<file path="src/rtl/pll_lock_ctrl.sv">
// pll_lock_ctrl: PLL reset sequencer with lock timeout, bounded retries and stable-lock gating of the system reset
module pll_lock_ctrl #(
    parameter int PWRUP_CYCLES        = 240,
    parameter int LOCK_STABLE_CYCLES  = 2400,
    parameter int LOCK_TIMEOUT_CYCLES = 24000,
    parameter int MAX_RETRIES         = 3
) (
    input  logic                               refclk,
    input  logic                               reset_n,
    input  logic                               extlock,
    input  logic                               relock_req,
    output logic                               pll_reset,
    output logic                               sys_rst_n,
    output logic                               locked,
    output logic                               fail,
    output logic [$clog2(MAX_RETRIES+1)-1:0]   retry_cnt
);
    localparam int RW   = $clog2(MAX_RETRIES + 1);
    localparam int MAX1 = PWRUP_CYCLES > LOCK_STABLE_CYCLES ? PWRUP_CYCLES : LOCK_STABLE_CYCLES;
    localparam int MAXC = MAX1 > LOCK_TIMEOUT_CYCLES ? MAX1 : LOCK_TIMEOUT_CYCLES;
    localparam int CW   = $clog2(MAXC + 1);
    localparam logic [CW-1:0] PWR_END = CW'(PWRUP_CYCLES - 1);
    localparam logic [CW-1:0] STB_END = CW'(LOCK_STABLE_CYCLES - 1);
    localparam logic [CW-1:0] TO_END  = CW'(LOCK_TIMEOUT_CYCLES - 1);
    localparam logic [RW-1:0] R_MAX   = RW'(MAX_RETRIES);

    typedef enum logic [2:0] {PLL_RST, WAIT_LOCK, STABLE, RUN, FAIL} state_t;

    state_t        state, state_n;
    logic [CW-1:0] cnt;
    logic [RW-1:0] retry_n;
    logic          sync1, lock_s;

    // outputs are decoded from state_n so they switch on the same edge as the state
    always_ff @(posedge refclk or negedge reset_n) begin
        if (!reset_n) begin
            sync1     <= 1'b0;
            lock_s    <= 1'b0;
            state     <= PLL_RST;
            cnt       <= '0;
            retry_cnt <= '0;
            pll_reset <= 1'b1;
            sys_rst_n <= 1'b0;
            locked    <= 1'b0;
            fail      <= 1'b0;
        end else begin
            sync1     <= extlock;
            lock_s    <= sync1;
            state     <= state_n;
            cnt       <= (state_n != state) ? '0 : cnt + 1'b1;
            retry_cnt <= retry_n;
            pll_reset <= (state_n == PLL_RST) || (state_n == FAIL);
            sys_rst_n <= state_n == RUN;
            locked    <= state_n == RUN;
            fail      <= state_n == FAIL;
        end
    end

    always_comb begin
        state_n = state;
        retry_n = retry_cnt;
        case (state)
            PLL_RST:   if (cnt == PWR_END) state_n = WAIT_LOCK;
            WAIT_LOCK: begin
                if (lock_s) state_n = STABLE;
                else if (cnt == TO_END) begin
                    if (retry_cnt == R_MAX) state_n = FAIL;
                    else begin
                        retry_n = retry_cnt + 1'b1;
                        state_n = PLL_RST;
                    end
                end
            end
            STABLE: begin
                if (!lock_s) state_n = WAIT_LOCK;
                else if (cnt == STB_END) begin
                    state_n = RUN;
                    retry_n = '0;
                end
            end
            RUN:       if (!lock_s || relock_req) state_n = PLL_RST;
            FAIL: begin
                if (relock_req) begin
                    state_n = PLL_RST;
                    retry_n = '0;
                end
            end
            default:   state_n = PLL_RST;
        endcase
    end
endmodule

</file>
<file path="config.mk">
export PLATFORM = sky130hd
export DESIGN_NAME = pll_lock_ctrl
export DESIGN_NICKNAME = d
export VERILOG_FILES = /design/src/rtl/pll_lock_ctrl.sv
export SDC_FILE = /design/constraint.sdc
export NUM_CORES = 1
export LEC_CHECK = 0
export CAP_MARGIN = 30
export CORE_MARGIN = 2
export CORE_UTILIZATION = 39
export CTS_BUF_LIST = sky130_fd_sc_hd__clkbuf_8
export DETAILED_ROUTE_END_ITERATION = 8
export PLACE_DENSITY = 0.58
export RECOVER_POWER = 25
export SLEW_MARGIN = 30
export SYNTH_ARGS = -nofsm -noshare
export SYNTH_HDL_FRONTEND = slang
export SYNTH_SLANG_ARGS = --single-unit
</file>
<file path="constraint.sdc">
create_clock -name refclk -period 2.7 [get_ports refclk]
set_input_delay 0.81 -clock refclk [delete_from_list [all_inputs] [get_ports refclk]]
set_output_delay 0.81 -clock refclk [all_outputs]
set_load 0.05 [all_outputs]
</file>
Word level (Yosys, flattened, before mapping)
Cells that the tools add are included.

operators by class
  div/mod/pow operators = 0
  shift-type cells = 0
  multiply operators = 0
  reductions and logical operators = 7
  magnitude comparators = 0
  add/subtract/negate cells = 2
  mux-type cells = 17
  equal/unequal tests = 17
  bitwise logic cells = 0

operators with widths
  kind                                             count
  two-way mux 3 bit                                8
  adder 15 x 1 -> 15 bit, second input constant    1
  == test 15 x 12 -> 1 bit, second input constant  1
  == test 15 bit, second input constant            1
  == test 15 x 8 -> 1 bit, second input constant   1
  two-way mux 15 bit                               1
  one-hot mux 3 bit (5 select lines)               1
  two-way mux 2 bit                                6
  != test 2 bit, second input constant             6
  == test 3 x 2 -> 1 bit, second input constant    3
  AND reduction 7 bit                              1
  == test 3 bit, second input constant             2
  zero test 3 bit                                  2
  one-hot mux 2 bit (3 select lines)               1
  == test 3 x 1 -> 1 bit, second input constant    1
  != test 3 bit                                    1
  nonzero test 3 bit                               1
  adder 2 x 1 -> 2 bit, second input constant      1
  == test 2 bit, second input constant             1
  logical OR 1 bit                                 2
  zero test 1 bit                                  1

word-level totals
  bits of input ports = 4
  logic and storage cells = 51
  latch bits = 0
  flip-flop bits (word level) = 25
  output and inout port bits = 6
  ROM bits = 0
  memories = 0
  memory bits (writable) = 0

Depth between registers and ports, before layout
Gate-level depths: netlist of the first run.

  word-level depth = 7
  depth in mapped cells = 8
  mapped depth without buffers = 6

Worst setup path after synthesis of the first run
No wires, ideal clock.

  path kind = register to register
  start point = register cnt[0]
  end point = register retry_cnt[0]
  data arrival time = 1.737 ns
  setup slack = 0.836 ns
  cell stages (with the launch flop) = 8
  required time = 2.572 ns
  buffers on the path = 1
  setup time = 0.128 ns
  clock period less this slack = 1.864 ns
  cells stage by stage = dfrtp_1 ha_1 buf_2 nor3b_1 and4bb_4 a211oi_1 a211oi_2 mux2_1

on the way
  longest elaborated chain between the ends = 3
  elaborated cells on any way between the ends = 5
  those cells by class = eq/ne: 4; reduce/logical: 1

ends and longest elaborated chain
  element                                                            line    RTL
  start: declaration                                                 30      logic [CW-1:0] cnt;
  start signal: assignment                                           50      cnt <= (state_n != state) ? '0 : cnt + 1'b1;
  == test 15 x 12 -> 1 bit / == test 15 bit (equally long branches)  76, 66
  != test 2 bit (no line)                                            -
  AND reduction 7 bit (no line) *                                    -
  end signal: assignment                                             51      retry_cnt <= retry_n;
  end: declaration                                                   16      output logic [$clog2(MAX_RETRIES+1)-1:0] retry_cnt

Every way passes the cells marked *; elsewhere a longest branch is shown, timed or not.
A chain may end at the register's enable or synchronous reset.

Worst setup path in the final report of the first run
  start point = register pll_reset
  end point = output pll_reset

RTL lines
  element                   line  RTL
  start: declaration        12    output logic pll_reset,
  start signal: assignment  52    pll_reset <= (state_n == PLL_RST) || (state_n == FAIL);

No word-level cell between the ends.

==> run_results.csv, run 1 <==
group,metric,value,unit
status,status,"complete, no violations",
synth,syn_avg_cell_area,10.1,sq um
placement,place_area,1540,sq um
route,dr_total_vias,1064,
cells_and_area,fin_util,43.8,%
cts,cts_resized,0,
placement,gp_congestion,0.857,
setup_path,reg2reg_from,"cnt[0]$_DFF_PN0_",
floorplanning,die_h,64.6,microns
cells_and_area,diodes,0,
setup_path,cp_data_arrival_time,1.58,ns
synth,synth_commonest_cells,"dfrtp_1 (24), nor2_1 (10), nor3_1 (10), xor2_1 (10), a21oi_1 (7)",
setup_path,cp_max_fo,1,
route,drtAntennaViolNets,0,
setup_path,cp_slowest_cell,"clkdlybuf4s50_1",
route,wirelength,2720,microns
placement,place_ws,0.231,ns
global_routing,antenna_found_initial,0,
sta,finalHoldViolations,0,
cts,cts_max_level,1,
synth,synth_nets,148,
cells_and_area,nets,156,
route,drt_pass1_iterations,4,
global_routing,grt.overflow.total,0,
pwr,power.density,484,nW/um^2
cts,hold_buffers,0,
global_routing,grt_pass1_wl,4580,microns
synth,ys_seq_area_share,43.7,%
route,wl_met1,1210,microns
setup_path,critPathMaxStageDelay,0.79,ns
sta,fin_ws,0.312,ns
worst_hold_path,hold_path_class,"flop to flop",
synth,ys_seq_elements,25,
floorplanning,die_w,64.6,microns
setup_path,critPathBufInv,1,
worst_hold_path,hp-start,"sync1$_DFF_PN0_",
sta,post-route-period-util,88.5,%
setup_path,crit_family,"buffers and inverters",
route,highest_layer,"met4",
setup_path,cp_cell_sequence,"clkdlybuf4s50_1",
synth,synth.most_common_cell,"dfrtp_1",
pwr,vdd_drop_max,0.243,mV
global_routing,gr-usage-all-layers,14.1,%
cts,clk_path_buf_depth,2,
setup_path,worstSetupEndpointType,"output port",
sta,rsz0062_at_grt,"false",
route,wl_per_cell,13.8,microns
run,drv_cap,0,
synth,synth_warnings,0,
cts,clkTransAtPathRegs,0.08,ns
sta,min_period,2.39,ns
synth,synth-edff-count,0,
route,met3_wirelength,72,microns
synth,syn_area,1430,sq um
setup_path,crit_type,"flop to output port",
sta,fin_skew,0.00335,ns
pwr,power_leakage,0.000668,uW
cts,postCtsSetupBuffers,0,
cts,cts_tree,"done",
route,drc,0,
sta,final_max_slew_viol_count,0,
cells_and_area,syn2layout_area_growth,10.2,%
cts,cts_buffers,3,
floorplanning,ios,10,
cells_and_area,drive_gt1_share,12.8,%
sta,max_freq,419,MHz
sta,setup_tns,0,ns
sta,relSlewSlack,10.3,%
floorplanning,rows,22,
cells_and_area,fin_area,1580,sq um
sta,tightest_slew,1.35,ns
synth,yosys.area.top_type,"dfrtp_1",
floorplanning,die_area,4180,sq um
route,drt_iter0_markers,60,
cts,clockRootBuffer,"clkbuf_8",
synth,syn_inst,142,
sta,fin_hold_ws,0.352,ns
global_routing,grt_pass1_vias,1043,
sta,finalSetupViolations,0,
global_routing,grt_max_degree,26,
setup_path,startpoint_type,"flop",
setup_path,crit_required,1.89,ns
placement,io_buffer_count,9,
floorplanning,core,3610,sq um
synth,synth.area.top_cells,"dfrtp_1 (42%), xor2_1 (6.1%), nor3_2 (4.2%)",
route,wl_met2,1390,microns
synth,ys_types,44,
synth,netlist.area_leader.share,41.9,%
cts,clkSinkCount,25,
floorplanning,start_util,39.8,%
synth,synthArstFlopShare,100,%
synth,synthFlopType,"dfrtp_1",
setup_path,worstSetupStartpoint,"pll_reset$_DFF_PN1_",
route,via_per_inst,5.40,
placement,dpl.hpwl,1920,microns
cts,clock_latency,0.27,ns
metal layers:
metal  GRT usage (%)  vias up
met5               0        -
met4            5.59        0
met3            2.60        5
met2            24.9       14
met1            17.0      527
li1                -      518
cells by family (layout without fill, tap and decap cells):
family,count (synthesis),in the layout,share of synthesized area (%)
compound gates,18,18,9.16
mux,2,2,1.48
xor+xnor,13,13,7.94
flops,25,25,43.7
buf+inv,13,20,5.58
simple gates,69,69,30.4
fa+ha+maj,2,2,1.74
final timing paths:
check,end,slack [ns],depth (start not counted)
min,lock_s$_DFF_PN0_,0.35,0
min in group asynchronous,retry_cnt[1]$_DFFE_PN0P_,1.37,2
max in group asynchronous,cnt[6]$_DFF_PN0_,0.55,2
min reg2reg,lock_s$_DFF_PN0_,0.35,0
max,pll_reset,0.31,1
max reg2reg,retry_cnt[0]$_DFFE_PN0P_,0.59,6
layout by cell type, fill, tap and decap left out, types with 5 or more instances in the layout:
| master | instances |
|---|---|
| a21oi_1 | 7 |
| clkdlybuf4s50_1 | 7 |
| dfrtp_1 | 24 |
| inv_1 | 5 |
| nand2_1 | 5 |
| nand3_1 | 5 |
| nand4_1 | 6 |
| nor2_1 | 10 |
| nor3_1 | 10 |
| nor3_2 | 6 |
| xor2_1 | 10 |
where the power goes:
part / leakage, uW / internal (uW) / switching, uW / total, uW
Sequential: 0.000329 / 406 / 41.4 / 448
Clock: 0.0000255 / 103 / 112 / 215
Combinational: 0.000313 / 47.9 / 53.1 / 101
Total: 0.000668 / 558 / 207 / 764
metrics by stage:
stage               power [uW]  std cells
floorplan                  522        142
global placement           551        193
detailed placement         558        193
CTS                        782        197
global route               817        197
finish                     764        197
cell type report:
class                      count  area, sq um
timing repair buffer          11          101
tap                           48         60.1
clock buffer                   3         41.3
fill                         347         2030
clock inverter                 1         5.00
multi-input combinational    104          727
inverter                       5         18.8
sequential                    25          627
sequential cells by signal, indices dropped and copies added (netlist names):
| name | count |
|---|---|
| locked | 1 |
| retry_cnt | 2 |
| state | 3 |
| sync1 | 1 |
| fail | 1 |
| cnt | 15 |
| pll_reset | 1 |
| lock_s | 1 |
Note: power is estimated with default switching activity, not from simulation.
==> run 2, diff against run 1 <==
--- a/config.mk
+++ b/config.mk
@@ -10,7 +10,7 @@
 export CORE_UTILIZATION = 39
 export CTS_BUF_LIST = sky130_fd_sc_hd__clkbuf_8
 export DETAILED_ROUTE_END_ITERATION = 8
-export PLACE_DENSITY = 0.58
+export PLACE_DENSITY = 0.6
 export RECOVER_POWER = 25
 export SLEW_MARGIN = 30
 export SYNTH_ARGS = -nofsm -noshare
==> constraint.sdc (replaced) <==
create_clock -name refclk -period 1.9 [get_ports refclk]
set_input_delay 0.57 -clock refclk [delete_from_list [all_inputs] [get_ports refclk]]
set_output_delay 0.57 -clock refclk [all_outputs]
set_load 0.05 [all_outputs]
==> run_results.csv, run 2 (same netlist as run 1, synthesis figures left out) <==
group,metric,value,unit
route,drtAntennaViolNets,0,
cts,clkSinkCount,25,
sta,relSlewSlack,58.6,%
floorplanning,core,3610,sq um
setup_path,worstSetupEndpointType,"flop",
cells_and_area,largest_register,"cnt",
setup_path,crit_required,2.07,ns
placement,placed_cells,200,
cells_and_area,final_common_cell,"dfrtp_1",
floorplanning,die_area,4180,sq um
sta,fin_skew,0.00701,ns
cells_and_area,drive_gt1_share,25.9,%
cts,cts_max_level,1,
setup_path,crit_type,"flop to flop",
worst_hold_path,hold_path_class,"flop to flop",
pwr,power.density,669,nW/um^2
floorplanning,start_util,39.8,%
sta,fin_hold_ws,0.354,ns
placement,dpl.hpwl,1980,microns
route,wl_per_cell,13.9,microns
placement,place_area,1600,sq um
placement,gp_congestion,0.891,
global_routing,grt_pass1_vias,1050,
sta,max_freq,545,MHz
pwr,power_leakage,0.000743,uW
setup_path,cp_slowest_cell,"dfrtp_1",
route,wirelength,2870,microns
setup_path,critPathBufInv,0,
cts,clk_path_buf_depth,2,
global_routing,grt_max_degree,26,
sta,finalHoldViolations,0,
cts,cts_buffers,3,
status,status,"complete, no violations",
setup_path,cp_common_cell,"a211oi_2",
sta,final_max_slew_viol_count,0,
cells_and_area,top_regs,"cnt (15), state (3), retry_cnt (2)",
cells_and_area,nets,165,
placement,io_buffer_count,9,
route,drt_pass1_iterations,4,
setup_path,crit_family,"simple AND/OR/NAND/NOR gates",
setup_path,critPathMaxStageDelay,0.40,ns
route,drc,0,
setup_path,cp_max_fo,4,
route,via_per_inst,5.38,
floorplanning,die_w,64.6,microns
cells_and_area,final_cells,206,
route,dr_total_vias,1109,
sta,min_period,1.83,ns
cells_and_area,fin_area,1710,sq um
cells_and_area,syn2layout_area_growth,19.5,%
pwr,vdd_drop_max,0.518,mV
sta,tightest_slew,0.621,ns
cts,clockRootBuffer,"clkbuf_8",
setup_path,startpoint_type,"flop",
cells_and_area,layout_common_cells,"dfrtp_1 (24), buf_4 (13), nor2_1 (10), xor2_1 (10)",
cells_and_area,fin_util,47.5,%
run,drv_cap,0,
cts,cts_tree,"done",
setup_path,cp_cell_sequence,"ha_4 > nor3b_4 > and4bb_4 > a211oi_2 > a211oi_2 > mux2_4",
global_routing,gr-usage-all-layers,14.9,%
cts,clock_latency,0.27,ns
global_routing,grt_pass1_wl,4890,microns
route,drt_iter0_markers,71,
sta,rsz0062_at_grt,"true",
sta,post-route-period-util,96.5,%
global_routing,antenna_found_initial,0,
sta,finalSetupViolations,0,
floorplanning,die_h,64.6,microns
setup_path,cp_data_arrival_time,2.00,ns
floorplanning,ios,10,
cells_and_area,largest_reg_flops,15,
cells_and_area,diodes,0,
floorplanning,rows,22,
cts,clkTransAtPathRegs,0.09,ns
global_routing,grt.overflow.total,0,
==> run 2: final cells by class <==
type | instances | area (sq um)
well taps | 48 | 60.1
repair buffers | 20 | 193
clock buffers | 3 | 41.3
inverters | 5 | 18.8
multi-input cells | 104 | 769
flip-flops and latches | 25 | 627
fillers | 336 | 1890
clock inverters | 1 | 5.00
==> run 2: final timing paths <==
path	from	cells after the start	slack, ns	to
hold reg to reg	sync1$_DFF_PN0_	0	0.35	lock_s$_DFF_PN0_
setup / recovery	cnt[0]$_DFF_PN0_	6	0.07	retry_cnt[0]$_DFFE_PN0P_
min in group asynchronous	reset_n	2	0.83	fail$_DFF_PN0_
max in group asynchronous	reset_n	2	0.67	cnt[0]$_DFF_PN0_
hold / removal	sync1$_DFF_PN0_	0	0.35	lock_s$_DFF_PN0_
setup reg to reg	cnt[0]$_DFF_PN0_	6	0.07	retry_cnt[0]$_DFFE_PN0P_
==> run 2: per-stage QoR <==
stage	setup TNS, ns	power [uW]	setup WS [ns]
2_1_floorplan	0	742	0.0355
3_3_place_gp	-1.31	793	-0.202
4_1_cts	0	1130	0.0364
5_1_grt	-0.235	1220	-0.0518
6_report	0	1150	0.0665
3_5_place_dp	-1.85	802	-0.243
==> run 2: repair_timing <==
item / CTS / global route
setup buffers: 1 / 1
setup endpoints to repair: 16 / 15
hold buffers: 0 / 0
resized for setup: 1 / 7
cloned: 0 / 0
pin swaps: 1 / 3
==> run 2: layer usage <==
layer	vias up	GRT usage (%)	share of wire [%]
li1	536	-	-
met1	550	18.9	46
met2	19	25.4	50
met3	4	3.65	3.1
met4	0	3.99	1.1
met5	-	0	0
==> run 2: worst reg2reg max path, stage by stage (launching register included) <==
cell,delay [ns]
dfrtp_1,0.40
ha_4,0.16
nor3b_4,0.19
and4bb_4,0.30
a211oi_2,0.08
a211oi_2,0.27
mux2_4,0.33
==> run 2: where the power goes <==
part	internal, uW	leakage [uW]	total, uW	switching [uW]
clock	147	0.0000255	320	173
combinational	102	0.000389	184	82.7
sequential	578	0.000329	642	64.0
==> run 3, diff against run 2 <==
--- a/config.mk
+++ b/config.mk
@@ -12,6 +12,7 @@
 export DETAILED_ROUTE_END_ITERATION = 8
 export PLACE_DENSITY = 0.6
 export RECOVER_POWER = 25
+export SETUP_SLACK_MARGIN = 0.02
 export SLEW_MARGIN = 30
 export SYNTH_ARGS = -nofsm -noshare
 export SYNTH_HDL_FRONTEND = slang
==> run_results.csv, run 3 (same netlist as run 1, synthesis figures left out) <==
group,metric,value,unit
status,status,"complete, no violations",
placement,io_buffer_count,9,
setup_path,cp_data_arrival_time,1.99,ns
sta,relSlewSlack,58.5,%
sta,final_max_slew_viol_count,0,
route,dr_total_vias,1115,
sta,post-route-period-util,95.8,%
setup_path,reg2reg_from,"cnt[0]$_DFF_PN0_",
sta,fin_skew,0.00746,ns
cells_and_area,largest_reg_flops,15,
placement,place_ws,-0.243,ns
cells_and_area,seqCellArea,627,sq um
worst_hold_path,holdPathStages,0,
setup_path,crit_family,"simple AND/OR/NAND/NOR gates",
route,drt_iter0_markers,89,
setup_path,startpoint_type,"flop",
placement,placed_cells,200,
cts,clock_latency,0.27,ns
placement,dpl.hpwl,1980,microns
sta,setup_tns,0,ns
sta,fin_ws,0.0789,ns
setup_path,cp_cell_sequence,"ha_4 > nor3b_4 > and4bb_4 > a211oi_2 > a211oi_2 > mux2_4",
floorplanning,die_w,64.6,microns
pwr,power_leakage,0.000760,uW
route,via_per_inst,5.39,
global_routing,antenna_found_initial,0,
floorplanning,start_util,39.8,%
floorplanning,die_area,4180,sq um
setup_path,cp_common_cell,"a211oi_2",
setup_path,crit_type,"flop to flop",
cells_and_area,nets,166,
route,drc,0,
sta,min_period,1.82,ns
setup_path,critPathMaxStageDelay,0.40,ns
sta,finalSetupViolations,0,
cells_and_area,fillers,335,
floorplanning,die_h,64.6,microns
cells_and_area,final_cells,207,
setup_path,reg2reg_slack,0.08,ns
sta,finalHoldViolations,0,
route,drtAntennaViolNets,0,
pwr,total_power,1150,uW
cells_and_area,syn2layout_area_growth,21.1,%
cts,clkTransAtPathRegs,0.09,ns
cells_and_area,diodes,0,
cts,cts_tree,"done",
setup_path,cp_max_fo,3,
floorplanning,ios,10,
cells_and_area,layout_common_cells,"dfrtp_1 (24), buf_4 (14), nor2_1 (10), nor3_2 (10), xor2_1 (10)",
cells_and_area,fin_area,1740,sq um
floorplanning,core,3610,sq um
worst_hold_path,hold_path_class,"flop to flop",
floorplanning,rows,22,
route,wl_per_cell,14.3,microns
setup_path,reg2regPathDepth,6,
worst_hold_path,hold_end,"lock_s$_DFF_PN0_",
cells_and_area,multi_input_area,785,sq um
cells_and_area,largest_register,"cnt",
run,drv_cap,0,
cts,cts_max_level,1,
cts,clk_path_buf_depth,2,
global_routing,grt_pass1_wl,4890,microns
global_routing,gr-usage-all-layers,14.9,%
global_routing,grt_max_degree,26,
setup_path,r2r-end,"retry_cnt[0]$_DFFE_PN0P_",
global_routing,grt.overflow.total,0,
sta,rsz0062_at_grt,"true",
worst_hold_path,hp-start,"sync1$_DFF_PN0_",
cts,hold_buffers,0,
pwr,power.density,663,nW/um^2
cells_and_area,final_common_cell,"dfrtp_1",
sta,max_freq,549,MHz
placement,gp_congestion,0.891,
cts,clkSinkCount,25,
setup_path,cp_slowest_cell,"dfrtp_1",
setup_path,crit_required,2.07,ns
cts,cts_buffers,3,
setup_path,critPathBufInv,0,
route,drt_pass1_iterations,4,
route,wirelength,2950,microns
cells_and_area,drive_gt1_share,28.3,%
pwr,vdd_drop_max,0.517,mV
sta,tightest_slew,0.623,ns
cts,clockRootBuffer,"clkbuf_8",
setup_path,worstSetupEndpointType,"flop",
placement,place_area,1600,sq um
cells_and_area,top_regs,"cnt (15), state (3), retry_cnt (2)",
global_routing,grt_pass1_vias,1050,
## run 3: cell type report
class	count	area share, %
clock inverters	1	0.288
well taps	48	3.46
flip-flops and latches	25	36.1
repair buffers	21	11.5
clock buffers	3	2.38
multi-input cells	104	45.2
inverters	5	1.08
## run 3: report_power, final
part           switching [uW]  internal, uW  leakage [uW]  total (uW)
sequential               63.8           578      0.000329         642
combinational            84.7           105      0.000406         190
clock                     174           147     0.0000255         321
## run 3: metal layers
layer  up-vias  share of wire [%]  wire [microns]  GRT usage [%]
met5         -                  0               0              0
met2        19                 50            1470           25.4
met4         0                1.1              32           3.99
li1        536                  -               -              -
met3         4                3.3              98           3.65
met1       556                 46            1350           18.9
## run 3: repair_timing
action | CTS | global route
resized for setup | 1 | 10
setup buffers | 1 | 2
setup endpoints to repair | 17 | 15
gates cloned | 0 | 0
pin swaps | 1 | 4
## run 3: how the worst max path moves through the flow
stage	slack, ns	cells after the start	startpoint	end
floorplan	0.04	7	cnt[0]$_DFF_PN0_	retry_cnt[0]$_DFFE_PN0P_
global placement	-0.20	5	relock_req	retry_cnt[0]$_DFFE_PN0P_
detailed placement	-0.24	5	relock_req	retry_cnt[0]$_DFFE_PN0P_
CTS	0.04	6	cnt[0]$_DFF_PN0_	retry_cnt[0]$_DFFE_PN0P_
global route	-0.04	6	cnt[0]$_DFF_PN0_	retry_cnt[0]$_DFFE_PN0P_
finish	0.08	6	cnt[0]$_DFF_PN0_	retry_cnt[0]$_DFFE_PN0P_
## run 3: per-stage QoR
stage          util [%]  hold slack [ns]
2_1_floorplan         -            0.274
6_report           48.2            0.354
4_1_cts            46.4            0.358
3_5_place_dp       44.4            0.336
3_3_place_gp       44.4            0.335
5_1_grt            48.2            0.366
